--- config.mk ---
export PLATFORM = sky130hd
export DESIGN_NAME = mult_div_unit_flat
export DESIGN_NICKNAME = d
export VERILOG_FILES = /design/src/rtl/mult_div_unit_pkg.sv /design/src/rtl/mult_div_unit_if.sv /design/src/rtl/mult_div_unit_cond_neg.sv /design/src/rtl/mult_div_unit.sv /design/src/flat_wrapper.sv
export SDC_FILE = /design/constraint.sdc
export NUM_CORES = 1
export LEC_CHECK = 0
export CAP_MARGIN = 20
export CORE_UTILIZATION = 35
export DETAILED_ROUTE_END_ITERATION = 12
export PLACE_DENSITY = 0.61
export SKIP_LAST_GASP = 1
export SYNTH_ARGS = -nofsm -noshare
export SYNTH_HDL_FRONTEND = slang
export SYNTH_SLANG_ARGS = --single-unit
--- constraint.sdc ---
create_clock -name CLK -period 3.5 [get_ports CLK]
set_input_delay 0.7 -clock CLK [delete_from_list [all_inputs] [get_ports CLK]]
set_output_delay 0.7 -clock CLK [all_outputs]
set_load 0.01 [all_outputs]
--- src/rtl/mult_div_unit_pkg.sv ---
// Shared encodings for the sequential multiply/divide unit (mult_div_unit).
// The op encoding matches the 2-bit op field driven by the control FSM.
package mdu_pkg;

  typedef enum logic [1:0] {
    MDU_MULTU = 2'b00,
    MDU_MULT  = 2'b01,
    MDU_DIVU  = 2'b10,
    MDU_DIV   = 2'b11
  } mdu_op_e;

  typedef enum logic [1:0] {
    IDLE   = 2'b00,
    RUN    = 2'b01,
    FINISH = 2'b10
  } mdu_state_e;

  // op[1] selects divide, op[0] selects the signed variant.
  function automatic logic op_is_div(input mdu_op_e op);
    return op[1];
  endfunction

  function automatic logic op_is_signed(input mdu_op_e op);
    return op[0];
  endfunction

endpackage

--- src/rtl/mult_div_unit_if.sv ---
// Request/result bundle between the control FSM (master) and mult_div_unit (slave).
interface mult_div_unit_if #(
  parameter int DATA_WIDTH = 32
);
  import mdu_pkg::*;

  logic                  start;
  mdu_op_e               op;
  logic [DATA_WIDTH-1:0] Operand1;
  logic [DATA_WIDTH-1:0] Operand2;
  logic [DATA_WIDTH-1:0] hi;
  logic [DATA_WIDTH-1:0] lo;
  logic                  valid;
  logic                  busy;
  logic                  div_by_zero;

  modport master (
    output start, op, Operand1, Operand2,
    input  hi, lo, valid, busy, div_by_zero
  );

  modport slave (
    input  start, op, Operand1, Operand2,
    output hi, lo, valid, busy, div_by_zero
  );

endinterface

--- src/rtl/mult_div_unit_cond_neg.sv ---
// Conditional two's-complement negate: y = neg ? -a : a.
module mdu_cond_neg #(
  parameter int WIDTH = 32
) (
  input  logic [WIDTH-1:0] a_i,
  input  logic             neg_i,
  output logic [WIDTH-1:0] y_o
);

  assign y_o = neg_i ? (~a_i + WIDTH'(1)) : a_i;

endmodule

--- src/rtl/mult_div_unit.sv ---
// Sequential multiply/divide unit (MULT, MULTU, DIV, DIVU) with HI/LO results.
// Operates on magnitudes, one bit per cycle, and sign-corrects in FINISH.
// Optional macro MDU_EARLY_TERM_EN: multiply finishes as soon as the remaining
// multiplier bits are zero (variable latency, identical results).
module mult_div_unit
  import mdu_pkg::*;
#(
  parameter int DATA_WIDTH = 32
) (
  input  logic                  CLK,
  input  logic                  RST,
  mult_div_unit_if.slave        bus
);

  localparam int W  = DATA_WIDTH;
  localparam int CW = $clog2(W);

`ifdef MDU_EARLY_TERM_EN
  localparam bit early_term_en = 1'b1;
`else
  localparam bit early_term_en = 1'b0;
`endif

  mdu_state_e       state_q;
  logic [CW-1:0]    count_q;
  logic             is_div_q, neg_res_q, neg_rem_q, dbz_q;
  logic [2*W-1:0]   acc_q, acc_d;   // mult: product; div: {remainder, dividend/quotient}
  logic [2*W-1:0]   opa_q, opa_d;   // mult: multiplicand shifted left
  logic [W-1:0]     opb_q, opb_d;   // mult: multiplier shifted right; div: divisor
  logic [W-1:0]     hi_q, lo_q;
  logic             valid_q, busy_q, div_by_zero_q;

  logic             op_signed;
  logic [W-1:0]     mag1, mag2;
  logic [2*W-1:0]   prod_fix;
  logic [W-1:0]     quo_fix, rem_fix;
  logic [W:0]       div_part;
  logic [W-1:0]     div_sub;
  logic             div_ge;

  assign op_signed = op_is_signed(bus.op);

  // Operand magnitudes for the signed ops.
  mdu_cond_neg #(.WIDTH(W)) u_mag1 (.a_i(bus.Operand1), .neg_i(op_signed & bus.Operand1[W-1]), .y_o(mag1));
  mdu_cond_neg #(.WIDTH(W)) u_mag2 (.a_i(bus.Operand2), .neg_i(op_signed & bus.Operand2[W-1]), .y_o(mag2));

  // Sign-corrected results, loaded into HI/LO in FINISH.
  mdu_cond_neg #(.WIDTH(2*W)) u_prod (.a_i(acc_q), .neg_i(neg_res_q), .y_o(prod_fix));
  mdu_cond_neg #(.WIDTH(W)) u_quo (.a_i(acc_q[W-1:0]), .neg_i(neg_res_q), .y_o(quo_fix));
  mdu_cond_neg #(.WIDTH(W)) u_rem (.a_i(acc_q[2*W-1:W]), .neg_i(neg_rem_q), .y_o(rem_fix));

  // Restoring-divide trial: shift the next dividend bit into the partial remainder.
  assign div_part = {acc_q[2*W-1:W], acc_q[W-1]};
  assign div_ge   = (div_part >= {1'b0, opb_q});
  assign div_sub  = div_part[W-1:0] - opb_q;

  // One iteration of the selected algorithm.
  always_comb begin
    // NOTE: every output gets a default first so no path leaves a latch.
    acc_d = acc_q;
    opa_d = opa_q;
    opb_d = opb_q;
    if (is_div_q) begin
      acc_d = div_ge ? {div_sub, acc_q[W-2:0], 1'b1}
                     : {div_part[W-1:0], acc_q[W-2:0], 1'b0};
    end else begin
      if (opb_q[0]) acc_d = acc_q + opa_q;
      opa_d = opa_q << 1;
      opb_d = opb_q >> 1;
    end
  end

  // Control FSM with registered handshake and result outputs.
  always_ff @(posedge CLK or negedge RST) begin
    if (!RST) begin
      state_q       <= IDLE;
      count_q       <= '0;
      is_div_q      <= 1'b0;
      neg_res_q     <= 1'b0;
      neg_rem_q     <= 1'b0;
      dbz_q         <= 1'b0;
      acc_q         <= '0;
      opa_q         <= '0;
      opb_q         <= '0;
      hi_q          <= '0;
      lo_q          <= '0;
      valid_q       <= 1'b0;
      busy_q        <= 1'b0;
      div_by_zero_q <= 1'b0;
    end else begin
      // NOTE: non-blocking assignments so every register sees pre-edge values.
      valid_q <= 1'b0;
      unique case (state_q)
        IDLE: begin
          if (bus.start) begin
            is_div_q  <= op_is_div(bus.op);
            neg_res_q <= op_signed & (bus.Operand1[W-1] ^ bus.Operand2[W-1]);
            neg_rem_q <= op_signed & bus.Operand1[W-1];
            busy_q    <= 1'b1;
            count_q   <= '0;
            opb_q     <= mag2;
            dbz_q     <= 1'b0;
            state_q   <= RUN;
            if (op_is_div(bus.op)) begin
              opa_q <= '0;
              if (bus.Operand2 == '0) begin
                // Raw dividend kept for HI; no iterations needed.
                dbz_q   <= 1'b1;
                acc_q   <= {{W{1'b0}}, bus.Operand1};
                state_q <= FINISH;
              end else begin
                acc_q <= {{W{1'b0}}, mag1};
              end
            end else begin
              acc_q <= '0;
              opa_q <= {{W{1'b0}}, mag1};
              if (early_term_en && mag2 == '0) state_q <= FINISH;
            end
          end
        end
        RUN: begin
          acc_q   <= acc_d;
          opa_q   <= opa_d;
          opb_q   <= opb_d;
          count_q <= count_q + CW'(1);
          if (count_q == CW'(W - 1)) state_q <= FINISH;
          else if (early_term_en && !is_div_q && opb_d == '0) state_q <= FINISH;
        end
        FINISH: begin
          if (dbz_q) begin
            hi_q <= acc_q[W-1:0];
            lo_q <= '1;
          end else if (is_div_q) begin
            hi_q <= rem_fix;
            lo_q <= quo_fix;
          end else begin
            hi_q <= prod_fix[2*W-1:W];
            lo_q <= prod_fix[W-1:0];
          end
          div_by_zero_q <= dbz_q;
          valid_q       <= 1'b1;
          busy_q        <= 1'b0;
          state_q       <= IDLE;
        end
        default: state_q <= IDLE;
      endcase
    end
  end

  assign bus.hi          = hi_q;
  assign bus.lo          = lo_q;
  assign bus.valid       = valid_q;
  assign bus.busy        = busy_q;
  assign bus.div_by_zero = div_by_zero_q;

endmodule

--- src/flat_wrapper.sv ---
// flat-port wrapper written by rule: the top's interface ports become plain ports
module mult_div_unit_flat import mdu_pkg::*;
#(
  parameter int DATA_WIDTH = 32
)
  (CLK, RST, bus_start, bus_op, bus_Operand1, bus_Operand2, bus_hi, bus_lo, bus_valid, bus_busy, bus_div_by_zero);
  mult_div_unit_if #(.DATA_WIDTH(DATA_WIDTH)) bus_i ();
  input  logic CLK;
  input  logic RST;
  input wire logic [$bits(bus_i.start)-1:0] bus_start;
  input wire logic [$bits(bus_i.op)-1:0] bus_op;
  input wire logic [$bits(bus_i.Operand1)-1:0] bus_Operand1;
  input wire logic [$bits(bus_i.Operand2)-1:0] bus_Operand2;
  output wire logic [$bits(bus_i.hi)-1:0] bus_hi;
  output wire logic [$bits(bus_i.lo)-1:0] bus_lo;
  output wire logic [$bits(bus_i.valid)-1:0] bus_valid;
  output wire logic [$bits(bus_i.busy)-1:0] bus_busy;
  output wire logic [$bits(bus_i.div_by_zero)-1:0] bus_div_by_zero;
  assign bus_i.start = bus_start;
  assign bus_i.op = bus_op;
  assign bus_i.Operand1 = bus_Operand1;
  assign bus_i.Operand2 = bus_Operand2;
  assign bus_hi = bus_i.hi;
  assign bus_lo = bus_i.lo;
  assign bus_valid = bus_i.valid;
  assign bus_busy = bus_i.busy;
  assign bus_div_by_zero = bus_i.div_by_zero;
  mult_div_unit #(.DATA_WIDTH(DATA_WIDTH)) u_core (.CLK(CLK), .RST(RST), .bus(bus_i));
endmodule
==> After elaboration in Yosys (flattened, before gate mapping) <==
Cells that the tools add are included.
{ "totals": {"register_bits": 238, "inputBits": 69, "out_inout_bits": 67, "wordCells": 84} }
{ "op_classes": {"n_addsub": 8, "magnitude_cmp": 1, "eq_ne": 7, "mux": 35, "bitwise": 9, "reduce_logical": 10} }
{ "op_table": {"columns": ["operator", "n"], "rows": [
  ["$mux W64", 7],
  ["$mux W32", 13],
  ["$pmux W64 S2", 2],
  ["$add A32 B1 Y32 const B", 4],
  ["$not A32 Y32", 4],
  ["$add A64 B1 Y64 const B", 1],
  ["$add A64 B64 Y64", 1],
  ["$not A64 Y64", 1],
  ["$pmux W32 S2", 1],
  ["$ge A33 B32 Y1", 1],
  ["$logic_not A32 Y1", 1],
  ["$sub A32 B32 Y32", 1],
  ["$pmux W5 S2", 1],
  ["$mux W2", 4],
  ["$reduce_and A2 Y1", 4],
  ["$reduce_and A3 Y1", 2],
  ["$add A5 B1 Y5 const B", 1],
  ["$eq A5 B5 Y1 const B", 1],
  ["$mux W5", 1],
  ["$mux W1", 4],
  ["$ne A2 B2 Y1 const B", 2],
  ["$pmux W2 S2", 1],
  ["$reduce_bool A2 Y1", 2],
  ["$and A1 B1 Y1", 3],
  ["7 further kinds", 7]
]} }

==> Logic depth before layout (Yosys ltp) <==
{ "depth": {"word_depth": 7, "ltp_mapped": 14, "ltp_nobuf": 14} }

==> Modules after synthesis <==
From an unflattened synthesis, not the netlist that was laid out.
{ "unflattened": {"cells_unflattened": 2660, "hier_area_um2": 21835.9} }
{ "by_module_without_submodules": {"columns": ["module", "instances", "cells_per_inst", "area_per_inst_um2", "seq_area_each_um2"], "rows": [
  ["mult_div_unit", 1, 2067, 17197.7, 5955.7],
  ["mdu_cond_neg at u_core.u_mag1 ...", 4, 99, 777.0, 0.0],
  ["mdu_cond_neg at u_core.u_prod", 1, 197, 1530.2, 0.0]
]} }

==> Worst setup path after synthesis <==
OpenSTA, ideal clock, no wires.
{ "synth_path": {"path_kind": "reg-to-reg", "startpoint": "register u_core.acc_q[0]", "endpoint": "register u_core.acc_q[58]", "setup_time_ns": 0.126, "t_arrival_ns": 3.183, "t_required_ns": 3.374, "slack_ns": 0.191, "stages_incl_launch_ff": 13, "n_path_buf": 0, "period_less_slack_ns": 3.309, "path_cell_list": "dfrtp_1 > ha_1 > fa_1 > a21oi_1 > o21ai_0 > a211oi_1 > o211ai_1 > a31o_2 > o31a_1 > a21oi_1 > nor3_1 > a311o_1 > a221o_1"} }
{ "synth_via": {"elab_chain_len": 4} }
{ "synth_rtl": {"columns": ["item", "line", "source"], "rows": [
  ["start: declaration", "mult_div_unit.sv:27", "logic [2*W-1:0] acc_q, acc_d;"],
  ["start signal: assignment", "mult_div_unit.sv:109", "acc_q <= {{W{1'b0}}, bus.Operand1};"],
  ["start signal: assignment", "mult_div_unit.sv:112", "acc_q <= {{W{1'b0}}, mag1};"],
  ["$add A64 B64 Y64", "mult_div_unit.sv:67", "if (opb_q[0]) acc_d = acc_q + opa_q;"],
  ["$mux W64", "mult_div_unit.sv:67", null],
  ["$mux W64", "mult_div_unit.sv:63", "if (is_div_q) begin"],
  ["$pmux W64 S2", "mult_div_unit.sv:93", "unique case (state_q)"]
]} }
No other way between the ends. The select of a mux whose other input is x is not followed.
A chain may end at the register's enable or synchronous reset.

==> Worst setup path in the final report <==
{ "layout_path": {"startpoint": "register u_core.opa_q[1]", "endpoint": "register u_core.acc_q[61]"} }
{ "layout_via": {"elab_chain_len": 4} }
{ "layout_rtl": {"columns": ["item", "line", "source"], "rows": [
  ["start: declaration", "mult_div_unit.sv:28", "logic [2*W-1:0] opa_q, opa_d;"],
  ["start signal: assignment", "mult_div_unit.sv:116", "opa_q <= {{W{1'b0}}, mag1};"],
  ["start signal: assignment", "mult_div_unit.sv:123", "opa_q <= opa_d;"],
  ["$add A64 B64 Y64", "mult_div_unit.sv:67", null],
  ["$mux W64", "mult_div_unit.sv:67", null],
  ["$mux W64", "mult_div_unit.sv:63", null],
  ["$pmux W64 S2", "mult_div_unit.sv:93", null]
]} }
No other way between the ends. The select of a mux whose other input is x is not followed.

==> run metrics <==
ant diodes 0; commonest non-fill, non-tap cells in the layout nand2_1 (259), buf_4 (241), dfrtp_1 (236); max-cap check violation count 0; Syn Inst Count 2,424; Final min period 3.37 ns; prevailing post-synth register cell dfrtp_1; drt pass-1 iters 9; Placed Instances 3,407; Final ANT Viol Nets 0; crit path kind reg2reg; CTS max path bufs 3; FILL cells 5,485; outcome finished, final reports clean; final instance count without filler cells 3,461; Slew Limit Headroom 44.6%; Slew @ Worst Pin 0.832 ns; FFs w/ async S/R, synth 100%; Synthesized Nets 2,596; clk sinks 238; Die W 239 um; P_leak 10.4 nW; H-Tree Depth 1; core area 55,200 um^2; I/O Pins 136; Setup TNS 0 ns; first-pass GRT wire length 113,000 um; number of port buffers 135; CTS tree built; GRT Total Usage 25.2%; CP endpoint kind flip-flop; Routed WL per cell 21.0 um; slowest cell delay on critical path 0.41 ns; final count of hold timing violations 0; DRC violations left 0; final setup fails 0; WP data required 3.96 ns; synthesized area 19,600 um^2; drt initial violations 1,419; layout cells sized above 1 14.0%; critical-path cell with the highest stage delay a2111o_1; critical path launch point type flip-flop; detailed-route via count 19,800; clock slew at reported path FFs 0.06 ns; Fin Clk Skew 0.0152 ns; Power Density 1180 nW/um^2; number of synthesized flops with an enable pin 0; final WL 72,600 um; commonest non-fill, non-tap cell in the layout nand2_1; clk_lat worst skew 0.58 ns; Clock Tree Root clkbuf_16; Die Y 239 um; Max Freq 296 MHz; Layout Area Growth over Synthesis 24.4%; Vias/cell 5.73; largest net degree at the start of global routing 95; Seq cells post-synth 238; Buf/Inv on CP 1; Initial Util 35.5%; crit share post-route 96.4%; Arr. time, crit path 3.83 ns; FF/Latch Area 5960 um^2; hold_buf cts 0; DP Wirelength 56,600 um; synth warn 0; critical-path maximum fanout 3; Final Wtd Congestion 0.941; antenna violations before repair 0; Final Max Tran Viols 0; Congestion Overflow GR 0; family with the most delay on the worst path compound AO/OA/AOI/OAI gates; Max VDD drop 530 uV; CTS Buf Count 29; Min-Delay Path Class in2async; Site Rows 86; post-synthesis average cell area 8.08 um^2; crit-path cells buf_4, ha_1, a211oi_1, nor2_2, a41oi_2, a41o_1, a31o_2, a2111o_1, and3_4, o41ai_2, xnor2_1, o21ai_1; Seq/Total Area, Yosys 30.4%; synth unique cells 95; Nets 2,862; vias in the first global route 19,400; area taken by multi-input logic gates 12,900 um^2; Die ar. 56,900 um^2
## registers in the layout (all words and copies together), names as in the netlist
register and count:
u_core.acc_q 64, u_core.opa_q 64, u_core.bus.hi 32, u_core.bus.lo 32
u_core.opb_q 32, u_core.count_q 5, u_core.state_q 2, u_core.bus.busy 1
u_core.bus.div_by_zero 1, u_core.bus.valid 1, u_core.dbz_q 1, u_core.is_div_q 1
u_core.neg_rem_q 1, u_core.neg_res_q 1
## worst paths after layout
| path | from | to | slack (ns) | cells after the start |
|---|---|---|---|---|
| setup / recovery | u_core.opa_q[1] | u_core.acc_q[61] | 0.13 | 12 |
| hold / removal | RST | u_core.opa_q[8] | 0.16 | 1 |
| setup reg to reg | u_core.opa_q[1] | u_core.acc_q[61] | 0.13 | 12 |
| hold reg to reg | u_core.bus.div_by_zero | u_core.bus.div_by_zero | 0.47 | 2 |
| max in group asynchronous | RST | u_core.opa_q[18] | 2.45 | 2 |
| min in group CLK | u_core.bus.div_by_zero | u_core.bus.div_by_zero | 0.47 | 2 |
## synthesized netlist by cell type (11+ instances only)
cell      count  area [um^2]
nand2_1     259          972
and2_1       16          100
xor2_1       83          727
nand3_1      36          180
xnor2_1     138         1210
a211oi_1     16          120
o31ai_1      26          195
o221ai_1     11         96.3
a22o_1       39          342
nor2b_1      11         68.8
o21ai_0     227         1140
o22a_1       31          272
a31oi_1      15         93.8
nand2b_1     15         93.8
or4_1        16          120
a21oi_1     187          936
mux2i_1      27          270
nand4_1      29          181
o21bai_1     24          180
o21a_1       20          150
o21ai_1      11         55.1
nor3_1       32          160
inv_1        77          289
and3_1       28          175
clkbuf_1    117          439
or3_1        25          156
a221oi_1     55          482
ha_1        101         1260
a21o_1       40          300
nor2_1      234          878
dfrtp_1     238         5960
nor4_1       27          169
o211ai_1     38          285
## logic make-up (layout without fill, tap and decap cells)
group / Yosys count / count (layout) / synth area share [%]
AO/OA/AOI/OAI: 833 / 833 / 28.0
XOR/XNOR: 221 / 221 / 9.88
adder cells (fa/ha/maj): 103 / 103 / 6.65
buffers and inverters: 227 / 516 / 4.95
flip-flops: 238 / 238 / 30.4
multiplexers: 29 / 29 / 1.49
AND/OR/NAND/NOR: 773 / 773 / 18.6
## power breakdown
group	internal [W]	switching [W]	leakage, nW
sequential	0.00386	0.00105	3.03
combinational	0.00859	0.0120	6.90
clock	0.00182	0.00131	0.472
## per-stage QoR
| stage | total power [W] | util [%] | setup slack [ns] | hold slack [ns] | area (um^2) |
|---|---|---|---|---|---|
| after floorplan | 0.0178 | - | 0.191 | 0.404 | 19600 |
| after global placement | 0.0248 | 42.1 | -0.125 | 0.470 | 23200 |
| after detailed placement | 0.0250 | 42.1 | -0.163 | 0.463 | 23200 |
| after CTS | 0.0283 | 43.9 | 0.00341 | 0.189 | 24200 |
| after global routing | 0.0309 | 44.1 | -0.00165 | 0.219 | 24400 |
| final | 0.0287 | 44.1 | 0.126 | 0.163 | 24400 |
## final cells by class
class	instances	area share, %
inverters	77	1.19
well taps	748	3.84
clock buffers	40	3.43
repair buffers	385	13.7
clock inverters	14	0.585
multi-input cells	1959	52.8
flip-flops and latches	238	24.4
## layer usage
| metal | up-vias | global-route usage (%) | share of wire [%] |
|---|---|---|---|
| met3 | 130 | 2.34 | 4.7 |
| met2 | 616 | 42.6 | 47 |
| li1 | 9433 | - | - |
| met4 | 0 | 11.1 | 4.8 |
| met5 | - | 0 | 0 |
| met1 | 9644 | 32.7 | 44 |
## worst reg2reg max path: stages (launching register included)
cell and delay (ns):
dfrtp_1 0.40, buf_4 0.16, ha_1 0.29, a211oi_1 0.09, nor2_2 0.23, a41oi_2 0.19, a41o_1 0.35, a31o_2 0.27
a2111o_1 0.41, and3_4 0.22, o41ai_2 0.38, xnor2_1 0.20, o21ai_1 0.09
## repair_timing
action / 4_1_cts / 5_1_grt
setup buffers: 0 / 0
pin swaps: 0 / 13
endpoints found under the hold margin: 0 / 0
resized for setup: 3 / 35
setup endpoints to repair: 3 / 26
Note: power is estimated with default switching activity, not from simulation.
==> variant 1, RTL diff (same flow settings) <==
Build with the macro `MDU_EARLY_TERM_EN` defined.
--- a/src/rtl/mult_div_unit.sv
+++ b/src/rtl/mult_div_unit.sv
@@ -2,6 +2,8 @@
 // Operates on magnitudes, one bit per cycle, and sign-corrects in FINISH.
 // Optional macro MDU_EARLY_TERM_EN: multiply finishes as soon as the remaining
 // multiplier bits are zero (variable latency, identical results).
+`define MDU_EARLY_TERM_EN
+
 module mult_div_unit
   import mdu_pkg::*;
 #(
Formal check against the unedited RTL: not equivalent (a bounded check fails within 4 cycles, from zero or initial values and one cycle with RST low).
==> variant 1 against the original RTL <==
  * The run now ends with negative setup slack left
  * Die area is 1.2% lower
  * Fmax shrank 7.1%
  * Core utilization is 3.2 points higher
  * Final area increased by 5.3%
  * Sequential cell count stayed put
  * Count of clock-buffer cells in the layout shrank 9
  * Area after synthesis is 1.2% lower
  * Total power decreased by 4.0%
  * Routed wire length rose by 2.9%
  * Worst setup slack worse by 0.26 ns
  * Clock skew grew 0.017 ns
  * Critical path type unchanged
  * Largest power group unchanged
  * Highest routed layer unchanged
==> variant 1: results (changes against the original RTL) <==
final worst-path setup slack -0.131 ns (-0.256 ns); FF-to-FF path depth 11 (-1); vias in the first global route 19700 (+1.9%); WHS 0.0731 ns (-0.0898 ns); Final setup viols 2 (+2); Iteration-0 DRC Markers 1759 (+24%); sequential element share of the synthesized area 30.8% (+0.38 points); multiplexer share of the synthesized area 1.77% (+0.28 points); detailed placement HPWL 58500 microns (+3.3%); sequential power 4970 uW (+1%); setup TNS -0.198 ns (-0.198 ns); placed cells 3512 (+3.1%); number of port buffers 135 (unchanged); first-pass GRT wire length 115000 microns (+2.6%); CP max FO 2 (-1); gr usage total 26.0% (+0.75 points); FF/Latch Area 5960 sq um (unchanged); Crit path max-delay family simple AND/OR/NAND/NOR gates; CP max stage cell or4_4; Post-Synth Adder-Cell Area 6.80% (+0.15 points); P_clk 3230 uW (+3%); Internal 14000 uW (-1.8%); FF-to-FF End u_core.bus.hi[17]; via count 20600 (+3.7%); Ys Warns 0 (unchanged); Worst Tran Pin Value 1.07 ns (+0.234 ns); WL final 74700 microns (+2.9%); Flop pwr share 18.1% (+1.0 points); r2r startpoint u_core.acc_q[38]; CP max stage delay 0.55 ns (+0.14 ns); synth unique cells 76 (-20%); met2 Track Usage GR 42.0% (-0.60 points); top cells by count, synth nand2_1, nor2_1, dfrtp_1, a21oi_1, o21ai_0; fin nets 3034 (+6.0%); failing checks negative setup slack; Fillers 5315 (-3.1%); largest net degree at the start of global routing 76 (-20%); xor/xnor share of the synthesized area 10.5% (+0.67 points); vias per inst 5.74 (+0.27%); CTS buffer count 28 (-3.4%); Pre-antenna DRT Iters 5 (-4); status finished, violations left; Synth Net Count 2633 (+1.4%); Worst VDD drop 0.468 mV (-12%); top cells by area, synth dfrtp_1, ha_1, a21oi_1, xor2_1, o21ai_0; Ant. Diodes 0 (unchanged); Leak Pwr 0.0113 uW (+9.0%); grt met3 use 2.39% (+0.048 points); layout cells sized above 1 18.9% (+5.0 points); Worst EP arrival 4.07 ns (+0.24 ns); GR Util met1 36.5% (+3.8 points); DP Area 24000 sq um (+3.2%); Clock Skews 0.0321 ns (+0.0169 ns); Compound-Gate Fraction of Synth Area 26.5% (-1.6 points); DP Worst Slack -0.593 ns (-0.430 ns); Post-Syn Instances 2460 (+1.5%); GPL Wtd Cong 0.977 (+3.9%)
variant 1: changes by cell type after synthesis, moves of 11 or more:
cell | before | now
a21oi_1 | 187 | 233
a221oi_1 | 55 | 38
a22oi_1 | 10 | 49
clkbuf_1 | 117 | 144
nand2_1 | 259 | 271
nor2_1 | 234 | 264
nor3_1 | 32 | 50
o211ai_1 | 38 | 16
o221ai_1 | 11 | 22
o22a_1 | 31 | 1
or3_1 | 25 | 14
xnor2_1 | 138 | 103
xor2_1 | 83 | 130
variant 1: logic make-up after synthesis:
| kind of cell | Yosys count |
|---|---|
| fa+ha+maj | 104 |
| compound gates | 813 |
| mux | 34 |
| flops | 238 |
| xor+xnor | 233 |
| buf+inv | 224 |
| simple gates | 814 |
variant 1: area by class of cell:
class	count	share of cell area (%)
sequential	238	23.2
clock inverter	21	1.06
clock buffer	31	2.85
inverter	67	0.980
tap	696	3.39
timing repair buffer	527	17.2
multi-input combinational	1999	51.3
variant 1: worst max-delay path by stage:
stage                                start                end  slack (ns)
final                     u_core.acc_q[38]  u_core.bus.hi[17]       -0.13
after global routing      u_core.acc_q[38]  u_core.bus.hi[17]       -0.24
after CTS                 u_core.acc_q[38]  u_core.bus.hi[17]       -0.12
after detailed placement   bus_Operand2[7]  u_core.state_q[1]       -0.59
after global placement     bus_Operand2[7]  u_core.state_q[1]       -0.49
after floorplan            u_core.acc_q[5]   u_core.acc_q[50]       -0.03
variant 1: timing repair:
action / in CTS / in global routing
endpoints found under the setup margin: 24 / 53
pin swaps: 21 / 37
gates resized for setup: 37 / 72
cloned: 0 / 1
buffers inserted: 4 / 11
variant 1: per-layer routing:
layer	up-vias	wire length, microns
met5	-	0
met4	0	2270
met3	118	4280
met2	759	33900
met1	9932	34200
li1	9745	-
==> variant 2, RTL diff (config.mk and constraints unchanged) <==
Made on the original files. Re-encode `mdu_state_e` (3 states) as one-hot, 3 bits wide.
--- a/src/rtl/mult_div_unit_pkg.sv
+++ b/src/rtl/mult_div_unit_pkg.sv
@@ -9,10 +9,10 @@
     MDU_DIV   = 2'b11
   } mdu_op_e;
 
-  typedef enum logic [1:0] {
-    IDLE   = 2'b00,
-    RUN    = 2'b01,
-    FINISH = 2'b10
+  typedef enum logic [2:0] {
+    IDLE   = 3'b001,
+    RUN    = 3'b010,
+    FINISH = 3'b100
   } mdu_state_e;
 
   // op[1] selects divide, op[0] selects the signed variant.
Formal check against the unedited RTL: no difference found for any inputs over 4 cycles, from zero or initial values and one cycle with RST low; so few cycles prove little.
==> variant 2 against the original RTL <==
  * Non-clock buffer count up 47
  * Final area up 2.0%
  * Area after synthesis down 0.15%
  * Worst setup slack worse by 0.0089 ns
  * Core utilization up 0.87 points
  * Routed wire length up 4.2%
  * Fmax down 0.26%
  * Sequential cell count up 1
  * Sequential power down 19%
  * Die area down 0.15%
  * Critical path depth up 2
  * Total power down 29%
==> variant 2: results (changes against the original RTL) <==
top cells by count, synth nand2_1, nor2_1, a21oi_1, dfrtp_1, o21ai_0; Leak Pwr 0.0113 uW (+9.0%); grt met3 use 3.00% (+0.65 points); layout cells sized above 1 14.9% (+0.92 points); largest net degree at the start of global routing 116 (+22%); sequential element share of the synthesized area 30.6% (+0.18 points); CTS buffer count 31 (+6.9%); first-pass GRT wire length 117000 microns (+3.6%); DP Worst Slack -0.110 ns (+0.0531 ns); Ys Warns 0 (unchanged); fin cells 3616 (+4.5%); Worst EP arrival 3.84 ns (about the same); GPL Wtd Cong 0.955 (+1.5%); Worst VDD drop 0.503 mV (-4.9%); met2 Track Usage GR 45.7% (+3.0 points); detailed placement HPWL 58100 microns (+2.5%); Worst Tran Pin Value 0.878 ns (+0.0465 ns); DP Area 23600 sq um (+1.5%); Iteration-0 DRC Markers 1491 (+5.1%); post-DR wirelength/cell 20.9 microns (-0.30%); status finished, final reports clean; Clock Skews 0.0139 ns (-0.00129 ns); Synth Net Count 2707 (+4.3%); gr usage total 26.3% (+1.1 points); # resized after CTS 5 (+2); vias in the first global route 20000 (+3.1%); met3 WL 3900 microns (+15%); xor/xnor share of the synthesized area 10.2% (+0.28 points); Fillers 5477 (-0.15%); vias per inst 5.60 (-2.2%); Compound-Gate Fraction of Synth Area 24.9% (-3.2 points); synth unique cells 84 (-12%); top cells by area, synth dfrtp_1, nand2_1, ha_1, a21oi_1, o21ai_0; multiplexer share of the synthesized area 2.01% (+0.51 points); met1 WL 31500 microns (-0.59%); Area Overhead vs Synth 27.0%; setup TNS 0 ns (unchanged); Worst-Skew Late Latency 0.59 ns; routed wl met2 36600 microns (+7.8%); Post-Syn Instances 2535 (+4.6%); sw power 9710 uW (-33%); Pre-antenna DRT Iters 7 (-2); FF-to-FF path depth 14 (+2); GR Util met1 32.8% (+0.066 points)
## variant 2: changes by cell type after synthesis, sizes merged, moves of 27 or more
cell | unedited run | this run
nand2 | 260 | 339
a21oi | 187 | 244
nand3 | 37 | 80
a221oi | 55 | 18
a22o | 39 | 3
a22oi | 10 | 42
xor2 | 83 | 115
o22a | 31 | 1
nor2 | 234 | 263
o211ai | 38 | 11
## variant 2: final cells by class
class	count	share of cell area (%)
clock buffers	40	3.46
multi-input cells	2073	51.8
inverters	67	1.01
repair buffers	432	14.9
well taps	748	3.77
clock inverters	17	0.957
flip-flops and latches	239	24.1
## variant 2: worst paths after layout
kind / from / end / slack, ns
worst max-delay path: u_core.opa_q[0] / u_core.acc_q[25] / 0.12
worst min-delay path: RST / u_core.opa_q[11] / 0.04
worst max register to register: u_core.opa_q[0] / u_core.acc_q[25] / 0.12
worst min register to register: u_core.bus.hi[9] / u_core.bus.hi[9] / 0.49
max in group asynchronous: RST / u_core.opa_q[44] / 2.70
min in group CLK: u_core.bus.hi[9] / u_core.bus.hi[9] / 0.49
## variant 2: critical path, stage by stage, from the launching register on
cell	delay, ns
dfrtp_1	0.40
ha_1	0.24
buf_4	0.14
a211oi_1	0.30
o31ai_2	0.13
buf_4	0.17
a311o_1	0.35
buf_4	0.16
a21oi_1	0.27
o21a_1	0.19
o21ai_0	0.14
a21oi_2	0.24
xnor2_1	0.10
a222oi_1	0.32
a21oi_1	0.11
## variant 2: power by group through the flow
stage	Sequential (uW)	Clock (uW)	Combinational (uW)
floorplan	3960	0	7760
global placement	3970	0	12400
detailed placement	3990	0	12500
CTS	3950	3550	12600
global route	4030	3660	14000
finish	3960	3480	12800
